<file path="src/rtl/vote_pkg.sv">
// Shared definitions for the vote collection front-end and its benches.
// Latency: n/a (types and constants only).
// Backpressure: n/a.
package vote_pkg;

    typedef enum logic [1:0] {
        ST_IDLE    = 2'd0,
        ST_COLLECT = 2'd1,
        ST_DECIDE  = 2'd2,
        ST_SHOW    = 2'd3
    } state_t;

    localparam int NUM_VOTERS = 5;
    localparam int MAJ        = 3;

    function automatic logic [2:0] popcount5(input logic [NUM_VOTERS-1:0] v);
        logic [2:0] c;
        c = '0;
        for (int i = 0; i < NUM_VOTERS; i++) begin
            c = c + 3'(v[i]);
        end
        return c;
    endfunction

endpackage

</file>
<file path="src/rtl/btn_debounce.sv">
// Synchronises one raw button and debounces it with a stable-cycle counter.
// Latency: 2 sync cycles + DEBOUNCE_CYCLES to a level change; rise is registered with it.
// Backpressure: none; free-running every cycle.
module btn_debounce #(
    parameter int DEBOUNCE_CYCLES = 4
) (
    input  logic clk,
    input  logic rst_n,
    input  logic raw,
    output logic level,
    output logic rise
);

    localparam logic [7:0] CNT_LAST = 8'(DEBOUNCE_CYCLES - 1);

    logic       sync1;
    logic       sync2;
    logic [7:0] cnt;

    always_ff @(posedge clk or negedge rst_n) begin
        if (!rst_n) begin
            sync1 <= 1'b0;
            sync2 <= 1'b0;
            cnt   <= '0;
            level <= 1'b0;
            rise  <= 1'b0;
        end else begin
            sync1 <= raw;
            sync2 <= sync1;
            rise  <= 1'b0;
            if (sync2 != level) begin
                // Level flips on the Nth consecutive disagreeing cycle.
                if (cnt == CNT_LAST) begin
                    level <= sync2;
                    rise  <= sync2;
                    cnt   <= '0;
                end else begin
                    cnt <= cnt + 8'd1;
                end
            end else begin
                cnt <= '0;
            end
        end
    end

endmodule

</file>
<file path="src/rtl/vote_collector.sv">
// Debounces five voter buttons, runs a timed session and captures the voter's decision.
// Latency: votes registered one cycle after a debounced edge; result captured on the DECIDE edge.
// Backpressure: none; start is ignored while busy, edges outside COLLECT are dropped.
module vote_collector
    import vote_pkg::*;
#(
    parameter int DEBOUNCE_CYCLES = 4,
    parameter int VOTE_WINDOW     = 16
) (
    input  logic                  clk,
    input  logic                  rst_n,
    input  logic                  start,
    input  logic [NUM_VOTERS-1:0] btn,
    input  logic                  y_in,
    output logic [NUM_VOTERS-1:0] votes,
    output logic [2:0]            yes_count,
    output logic                  votes_valid,
    output logic                  busy,
    output logic                  result,
    output logic                  result_valid
);

    localparam logic [15:0]           TIMER_LOAD = 16'(VOTE_WINDOW - 1);
    localparam logic [NUM_VOTERS-1:0] ALL_YES    = '1;

    state_t                state, state_n;
    logic [NUM_VOTERS-1:0] votes_n;
    logic [15:0]           timer, timer_n;
    logic                  result_n, result_valid_n;
    logic [NUM_VOTERS-1:0] btn_level, btn_rise, vote_edge;

    for (genvar i = 0; i < NUM_VOTERS; i++) begin : g_deb
        btn_debounce #(.DEBOUNCE_CYCLES(DEBOUNCE_CYCLES)) u_deb (
            .clk   (clk),
            .rst_n (rst_n),
            .raw   (btn[i]),
            .level (btn_level[i]),
            .rise  (btn_rise[i])
        );
    end

    // A rise only ever accompanies a freshly high level; the AND guards stray pulses.
    assign vote_edge = btn_rise & btn_level;

    always_ff @(posedge clk or negedge rst_n) begin
        if (!rst_n) begin
            state        <= ST_IDLE;
            votes        <= '0;
            timer        <= '0;
            result       <= 1'b0;
            result_valid <= 1'b0;
        end else begin
            state        <= state_n;
            votes        <= votes_n;
            timer        <= timer_n;
            result       <= result_n;
            result_valid <= result_valid_n;
        end
    end

    always_comb begin
        state_n        = state;
        votes_n        = votes;
        timer_n        = timer;
        result_n       = result;
        result_valid_n = result_valid;
        case (state)
            ST_IDLE, ST_SHOW: begin
                if (start) begin
                    votes_n        = '0;
                    timer_n        = TIMER_LOAD;
                    result_valid_n = 1'b0;
                    state_n        = ST_COLLECT;
                end
            end
            ST_COLLECT: begin
                votes_n = votes | vote_edge;
                if (timer != 16'd0) begin
                    timer_n = timer - 16'd1;
                end
                // Close on the last window cycle, or as soon as everyone has voted.
                if (timer == 16'd0 || votes_n == ALL_YES) begin
                    state_n = ST_DECIDE;
                end
            end
            ST_DECIDE: begin
                result_n       = y_in;
                result_valid_n = 1'b1;
                state_n        = ST_SHOW;
            end
            default: state_n = ST_IDLE;
        endcase
    end

    assign votes_valid = (state == ST_DECIDE);
    assign busy        = (state == ST_COLLECT) || (state == ST_DECIDE);
    assign yes_count   = popcount5(votes);

endmodule
</file>
<file path="config.mk">
export PLATFORM = sky130hd
export DESIGN_NAME = vote_collector
export DESIGN_NICKNAME = d
export VERILOG_FILES = /design/src/rtl/vote_pkg.sv /design/src/rtl/btn_debounce.sv /design/src/rtl/vote_collector.sv
export SDC_FILE = /design/constraint.sdc
export NUM_CORES = 1
export LEC_CHECK = 0
export CAP_MARGIN = 30
export CORE_ASPECT_RATIO = 0.7
export CORE_MARGIN = 3
export CORE_UTILIZATION = 59
export DETAILED_ROUTE_END_ITERATION = 6
export MAX_ROUTING_LAYER = met4
export PLACE_DENSITY_LB_ADDON = 0.12
export SKIP_CTS_REPAIR_TIMING = 1
export SYNTH_ARGS = -nofsm -noshare
export SYNTH_HDL_FRONTEND = slang
export SYNTH_SLANG_ARGS = --single-unit
</file>
<file path="constraint.sdc">
create_clock -name clk -period 2.5 [get_ports clk]
set_input_delay 0.375 -clock clk [delete_from_list [all_inputs] [get_ports clk]]
set_output_delay 0.375 -clock clk [all_outputs]
set_load 0.005 [all_outputs]
</file>
---- Yosys cells after proc, flatten, opt, wreduce, memory -nomap -nowiden ----
Index checks and enable logic that the tools add are counted.
Widths: inputs -> output; s select.
storage, ports and cells
  bits in registers ....................... 85
  logic and storage cells ................. 106
operators by class
  bitwise operators ....................... 2
  muxes and demuxes ....................... 30
  add/sub/neg operators ................... 10
  reductions and logical operators ........ 17
  eq/ne operators ......................... 17
operator list
  kind                   count
  $mux 8                 10
  $add 8x1->8 const B    5
  $eq 8x2->1 const B     5
  $mux 16                2
  $pmux 16 s2            1
  $logic_not 16->1       1
  $reduce_and 2->1       8
  $reduce_bool 16->1     1
  $sub 16x1->16 const B  1
  $mux 1                 11
  $pmux 5 s2             1
  $add 3x1->3            2
  $ne 2x2->1 const B     3
  $pmux 2 s3             1
  $and 5x5->5            1
  $eq 5x5->1 const B     1
  $mux 5                 1
  $ne 1x1->1             5
  $or 5x5->5             1
  $eq 2x2->1 const B     2
  $mux 2                 2
  $reduce_bool 2->1      2
  $add 2x1->3            1
  $reduce_and 3->1       1
  6 further kinds        7

---- Logic depth before layout (Yosys ltp) ----
  word-level depth ........................ 6
  gate-level depth with buffers ........... 8
  gate-level depth less buffers ........... 7

---- By module ----
A second synthesis with hierarchy kept.
second synthesis, totals
  cells, all modules ...................... 371
  area, all modules ....................... 3966.3 sq um
by module, submodules not included
  module                             area an instance (sq um)  times used  cells an instance
  btn_debounce (g_deb[0].u_deb ...)  509.2                     4           45
  vote_collector                     1415.1                    1           147
  btn_debounce (g_deb[3].u_deb)      514.2                     1           44

---- Worst setup path before layout ----
OpenSTA, ideal clock, no wires.
  path kind ............................... register to register
  start ................................... reg state[0]
  end ..................................... reg timer[8]
  slack ................................... 0.352 ns
  setup time .............................. 0.132 ns
  path buffers ............................ 1
  data required time ...................... 2.368 ns
  arrival time ............................ 2.017 ns
  cell stages (with the launch flop) ...... 9
  cell sequence ........................... dfrtp_1 > inv_1 > ha_1 > buf_2 > mux2i_1 > or4_1 > or3_1 > mux2i_1 > nor2_1
on the way
  cells in the longest elaborated chain, start to end .. 4
  elaborated cells between the ends (all ways) .. 9
RTL lines
  item                                                       RTL line              text
  start, declared                                            vote_collector.sv:26  state_t state, state_n;
  start signal, assigned                                     vote_collector.sv:53  state <= state_n;
  $eq 2x2->1 or $logic_not 2->1 (tied branches)              vote_collector.sv:67  case (state)
  $reduce_or 2->1                                            vote_collector.sv:67
  $ne 2x2->1 (no line) or $reduce_bool 2->1 (tied branches)  --
  $reduce_and 3->1 (no line)                                 --
  end signal, assigned                                       vote_collector.sv:55  timer <= timer_n;
  end, declared                                              vote_collector.sv:28  logic [15:0] timer, timer_n;
Several ways; a longest one is shown, not always the timed one.
A chain may end at the register's enable or synchronous reset.

---- Final worst setup path ----
  start ................................... reg votes[3]
  end ..................................... out yes_count[1]
on the way
  cells in the longest elaborated chain, start to end .. 2
RTL lines
  item                       RTL line              text
  start, declared            vote_collector.sv:15  output logic [NUM_VOTERS-1:0] votes,
  start signal, assigned     vote_collector.sv:54  votes <= votes_n;
  $add 3x1->3 (2 in series)  vote_pkg.sv:20        c = c + 3'(v[i]);
  end, declared              vote_collector.sv:16  output logic [2:0] yes_count,
No other way between the ends.

==> out/qor.yml <==
floorplan:
  die-area_um2: 7620
  start_util_pct: 61.7
  die-width_um: 103
  die_y_um: 73.9
  io_pins: 21
  core_region_area_um2: 6310
  std_cell_rows: 24
clocking:
  root_buffer: "clkbuf_8"
  cts.clk_slew.worst_paths_ns: 0.08
  numCtsBuffers: 9
  clock_latency_ns: 0.36
  cts_sinks: 85
  htree_levels: 3
  clock_path_buffers: 2
  cts_tree: "done"
logic_synthesis:
  synth.distinct_cells: 39
  ys.flop_type: "dfrtp_1"
  synth_area_um2: 3890
  seq_area_frac_synth_pct: 54.7
  syn_inst: 360
  yosys_warnings: 0
  synth_nets: 381
  synth.avg_cell_area_um2: 10.8
  synth-seq-cells: 85
  synth_edf_count: 0
  async_reset_ff_share_pct: 100
route:
  postRouteAntennaNets: 0
  drtIter0Drc: 116
  dr.pass1.iters: 4
  vias_per_cell: 5.59
  routed-via-count: 2684
  drc: 0
  finalWirelength_mm: 7.04
  wl_per_cell_um: 14.7
critical_path:
  worstPathArrival_ns: 2.03
  r2r-start: "timer[0]"
  endpoint_kind: "output port"
  r2r_slack_ns: 0.21
  critPathMaxFanout: 2
  cp_slowest_stage_delay_ns: 0.50
  cp.required_ns: 2.12
  critical_path_class: "reg2out"
  r2r-end: "timer[8]"
  startpoint_type: "flop"
  path_cells: "fa_1, fa_2, ha_1, dlymetal6s2s_1"
  reg2reg_depth: 7
  cpMaxStageDelayCell: "fa_1"
placement:
  place_ws_ns: 0.0522
  post-dp-hpwl_mm: 4.94
  gp_congestion: 0.856
  dpl_cell_area_um2: 4250
  port_buffers: 20
outcome:
  outcome: "finished, final reports clean"
sta:
  maxSlewViolCount: 0
  timing.final.crit_period_ns: 2.40
  slew_headroom_pct: 60.3
  tightestPinTransition_ns: 0.590
  tns_ns: 0
  skew_ns: 0.00770
  setup_ws_ns: 0.0995
  setup_violations: 0
  rsz0062_at_grt: "false"
  post-route-period-util_pct: 96.0
  max_freq_ghz: 0.417
  hold_violations: 0
power:
  leakagePower_nw: 2.12
  power.total_mw: 3.85
  power_density_nw_per_um2: 861
  irDropWorstVdd_mv: 0.596
global_routing:
  grt-ovfl-total: 0
  grtUsageTotal_pct: 21.1
  antenna_found_initial: 0
  grt_pass1_vias: 2521
  grt_pass1_wl_mm: 11.9
  grt_max_degree: 48
layout:
  diodes: 0
  nFillCells: 455
  layout-drive-gt1-share_pct: 10.7
  nets: 418
  areaGrowthSynthToFinish_pct: 15.2
  post-route-cell-area_um2: 4480
job:
  cap_violations: 0
hold_path:
  hold_path_class: "in2async"
## per-layer routing
| metal | track usage [%] | vias up | wire length (um) |
|---|---|---|---|
| met2 | 30.7 | 48 | 3310 |
| met5 | - | - | 0 |
| li1 | - | 1335 | - |
| met4 | 5.60 | 0 | 70 |
| met3 | 5.98 | 8 | 289 |
| met1 | 29.4 | 1293 | 3370 |
## logic make-up (layout without fill, tap and decap cells)
logic type	after synthesis	in the layout	synth area share [%]
and+or+nand+nor	154	154	20.5
DFF	85	85	54.7
xor gates and xnor gates	44	44	9.91
AOI/OAI and AO/OA	42	42	6.40
adders and majority gates	12	12	4.25
buffers and inverters	12	54	1.22
muxes	11	11	3.06
## critical path: cells and delay by family (launching register included)
kind,cells,cell delay (ns)
flops,1,0.40
buf+inv,1,0.16
fa+ha+maj,3,1.11
## cells in the final DEF (no fill, tap or decap), types with 11 or more instances in the layout
master           instances
clkdlybuf4s50_1         16
nand3_1                 26
nor2_1                  57
nand2_1                 14
dfrtp_1                 85
clkbuf_8                11
and3_1                  16
buf_4                   11
a21oi_1                 14
xor2_1                  36
## worst max-delay path by stage
| stage | end | depth (start not counted) | startpoint |
|---|---|---|---|
| 5_1_grt | yes_count[1] | 4 | votes[3] |
| 4_1_cts | yes_count[1] | 4 | votes[0] |
| 3_5_place_dp | yes_count[1] | 4 | votes[0] |
| 3_3_place_gp | yes_count[1] | 4 | votes[0] |
| 6_report | yes_count[1] | 4 | votes[3] |
| 2_1_floorplan | timer[8] | 8 | state[0] |
## cells in the mapped netlist, types with 3 or more instances
cell type | count | area share [%]
inv_1 | 7 | 0.68
mux2_2 | 7 | 2.0
ha_1 | 10 | 3.2
nor3b_1 | 6 | 1.2
a31oi_1 | 10 | 1.6
nand4_1 | 3 | 0.48
nand3_1 | 26 | 3.3
nand2_1 | 14 | 1.4
o21ai_0 | 8 | 1.0
o211ai_1 | 4 | 0.77
dfrtp_1 | 85 | 55
and3_1 | 16 | 2.6
a21oi_1 | 14 | 1.8
xnor2_1 | 8 | 1.8
mux2i_1 | 4 | 1.0
xor2_1 | 36 | 8.1
nor3_1 | 10 | 1.3
nor4b_1 | 5 | 1.1
or3_1 | 4 | 0.64
nor2_1 | 57 | 5.5
## flip-flops by register name, summed over array words and instances (netlist names)
name	count
g_deb.u_deb.cnt	40
timer	16
g_deb.u_deb.level	5
g_deb.u_deb.rise	5
g_deb.u_deb.sync1	5
g_deb.u_deb.sync2	5
votes	5
state	2
result	1
result_valid	1
## layout make-up
type | instances | area, um^2 | share of cell area, %
Multi-Input combinational cell | 263 | 1720 | 38.3
Timing Repair Buffer | 31 | 300 | 6.71
Sequential cell | 85 | 2130 | 47.5
Clock buffer | 12 | 155 | 3.46
Inverter | 7 | 26.3 | 0.587
Clock inverter | 4 | 55.1 | 1.23
Tap cell | 78 | 97.6 | 2.18
## report_power, final
part	switching, mW	internal, mW	leakage (nW)
clock	0.477	0.522	0.103
sequential	0.205	1.57	1.12
combinational	0.612	0.465	0.897
## per-stage QoR
stage / util, % / cells / hold WS (ns)
after floorplan: - / 360 / 0.0794
final: 71.0 / 480 / 0.00758
after detailed placement: 67.4 / 463 / 0.336
after global placement: 67.4 / 463 / 0.332
after global routing: 71.0 / 480 / 0.0444
after CTS: 70.7 / 479 / 0.0350
Power figures use the tool's default switching activity.
==> variant, RTL diff (same settings) <==
The 4 states of `state_t` get a one-hot encoding in 4 bits.
--- a/src/rtl/vote_pkg.sv
+++ b/src/rtl/vote_pkg.sv
@@ -3,11 +3,11 @@
 // Backpressure: n/a.
 package vote_pkg;
 
-    typedef enum logic [1:0] {
-        ST_IDLE    = 2'd0,
-        ST_COLLECT = 2'd1,
-        ST_DECIDE  = 2'd2,
-        ST_SHOW    = 2'd3
+    typedef enum logic [3:0] {
+        ST_IDLE    = 4'b0001,
+        ST_COLLECT = 4'b0010,
+        ST_DECIDE  = 4'b0100,
+        ST_SHOW    = 4'b1000
     } state_t;
 
     localparam int NUM_VOTERS = 5;
Behaviour: same outputs for any inputs over 10 cycles, from zero or initial values and one cycle with rst_n low; not proved beyond that.
==> variant against the original RTL <==
  * Cell area is 0.59% higher
  * Non-clock buffer count shrank 2
  * Combinational power fell by 37%
  * Wire length increased by 1.1%
  * Power fell by 9.0%
  * Clock skew rose by 0.0022 ns
  * Critical path depth down 1
  * Die area is 0.78% higher
  * Sequential cell count grew 2
  * Synthesized cell count fell by 1.1%
  * Largest cell class unchanged
  * Synthesized area grew 0.84%
  * Global-route usage rose by 0.25 points
  * Setup slack improved by 0.013 ns
==> variant: results (changes against the original RTL) <==
| Metric | Value |
|---|---|
| Pint | 2.38 mW (-7.0%) |
| Commonest cells in the netlist | dfrtp_1 (86), nor2_1 (53), xor2_1 (27) |
| Top_reg_cell synth | dfrtp_1 |
| Diode count | 0 (unchanged) |
| Xor/xnor share of the synthesized area | 0.0826 (-0.0165) |
| Post-DP Area | 4270 µm² (+0.47%) |
| Clock insertion delay at the later pin of the skew report | 0.36 ns (about the same) |
| Setup crit start | state[3] |
| Yosys warnings | 0 (unchanged) |
| Slew Limit Headroom | 0.661 (+0.0575) |
| Status | completed |
| Number of buffers created by CTS | 9 (unchanged) |
| CTS max path bufs | 2 (unchanged) |
| Max IR drop VDD | 0.624 mV (+4.8%) |
| Share of cells above drive strength 1 | 0.0992 (-0.00773) |
| Synthesized net count | 374 (-1.8%) |
| Ys async rst share | 1.00 (unchanged) |
| Mux cell area share after synthesis | 0.0351 (+0.00453) |
| Min Tclk post-route | 2.39 ns (-0.0127 ns) |
| Worst hold slack | 0.354 ns (+0.346 ns) |
| CTS Root Cell | clkbuf_8 |
| Via density | 5.63 (+0.76%) |
| Netlist cell types | 44 (+13%) |
| Clock slew seen by the registers of the worst setup and hold paths | 0.09 ns |
| Peak fanout along the critical path | 8 (+6) |
| FF-to-FF setup slack | 0.48 ns (+0.27 ns) |
| Nets | 406 (-2.9%) |
| Reg-to-Reg Start | timer[8] |
| Initial antenna violation count | 0 (unchanged) |
| Critical path destination | busy |
| Hold WC Path Type | flip-flop to flip-flop |
| Worst r2r path cells | 4 (-3) |
| Pre-CTS WS | 0.0980 ns (+0.0458 ns) |
| Routability cong. | 0.808 (-5.6%) |
| Clock skew | 0.00993 ns (+0.00223 ns) |
| Cell leakage power | 2.08 nW (-1.9%) |
| Area contributors post-synth | dfrtp_1 (55%), xor2_1 (6.0%), nor2_1 (5.1%), nand3_1 (2.4%), ha_1 (2.2%) |
| GRT Resource Usage Total | 0.214 (+0.00252) |
| Vias in the first global route | 2618 (+3.8%) |
| Starting DRT DRC Count | 125 (+7.8%) |
| Biggest registers after layout | g_deb.u_deb.cnt x40, timer x16 |
| Register area share after synthesis | 0.556 (+0.00854) |
| Compound-Gate Fraction of Synth Area | 0.0680 (+0.00394) |
| First-pass GRT wire length | 12.2 mm (+2.8%) |
| Dpl hpwl | 4.92 mm (-0.47%) |
| Port Buffer Count | 20 (unchanged) |
| Synthesized-area fraction occupied by adder cells | 0.0325 (-0.00992) |
| Worst R2R End | timer[12] |
| Final WL | 7.12 mm (+1.1%) |
| H-tree Lvls | 3 (unchanged) |
| Pin count of the biggest net entering global routing | 53 (+10%) |
## variant: changes by cell type in the layout (fill, tap and decap cells not counted), moves of 4 or more
| cell | change |
|---|---|
| xor2_1 | -9 |
| nand2_1 | +7 |
| nand3_1 | -7 |
| and2_1 | +6 |
| a31oi_1 | -5 |
| and3_1 | -5 |
| inv_1 | -5 |
| nor2_1 | -4 |
## variant: worst min-delay path by stage
stage,startpoint,endpoint,cells after the start
final,g_deb[0].u_deb.sync1,g_deb[0].u_deb.sync2,0
after detailed placement,g_deb[0].u_deb.sync1,g_deb[0].u_deb.sync2,0
after global routing,g_deb[4].u_deb.sync1,g_deb[4].u_deb.sync2,0
after CTS,rst_n,g_deb[4].u_deb.cnt[5],1
after floorplan,rst_n,g_deb[0].u_deb.cnt[0],0
after global placement,g_deb[1].u_deb.sync1,g_deb[1].u_deb.sync2,0
## variant: logic make-up (layout without fill, tap and decap cells)
logic type                 after synthesis  after routing
muxes                                   13             13
DFF                                     87             87
adders and majority gates                9              9
AOI/OAI and AO/OA                       42             42
and+or+nand+nor                        158            158
xor gates and xnor gates                37             37
buffers and inverters                   10             47
## variant: through the flow
step                instances   util
detailed placement        467  0.674
CTS                       483  0.708
global route              484  0.711
global placement          467  0.674
floorplan                 356      -
finish                    484  0.711
## variant: area by class of cell
class	instances	area (µm²)
repair buffers	29	288
inverters	2	7.51
flip-flops and latches	87	2180
clock buffers	10	138
multi-input cells	259	1700
well taps	91	114
fillers	454	1830
clock inverters	6	75.1
## variant: metal layers
metal,up-vias,global-route usage,wire [µm]
met1,1331,0.288,3420
li1,1332,-,-
met4,0,0.0560,117
met5,-,-,0
met3,13,0.0694,307
met2,51,0.316,3270
## variant: critical path, cell delays in order, from the launching register on
cell and delay [ns]:
dfrtp_2 0.49, or4b_1 0.56, nand2b_1 0.10, clkdlybuf4s50_1 0.50
## variant: power by group through the flow
| stage | logic, mW | registers [mW] | clock network, mW |
|---|---|---|---|
| floorplan | 0.495 | 1.76 | 0 |
| global placement | 0.648 | 1.81 | 0 |
| detailed placement | 0.675 | 1.82 | 0 |
| CTS | 0.688 | 1.80 | 1.06 |
| global route | 0.783 | 1.83 | 1.12 |
| finish | 0.677 | 1.80 | 1.03 |
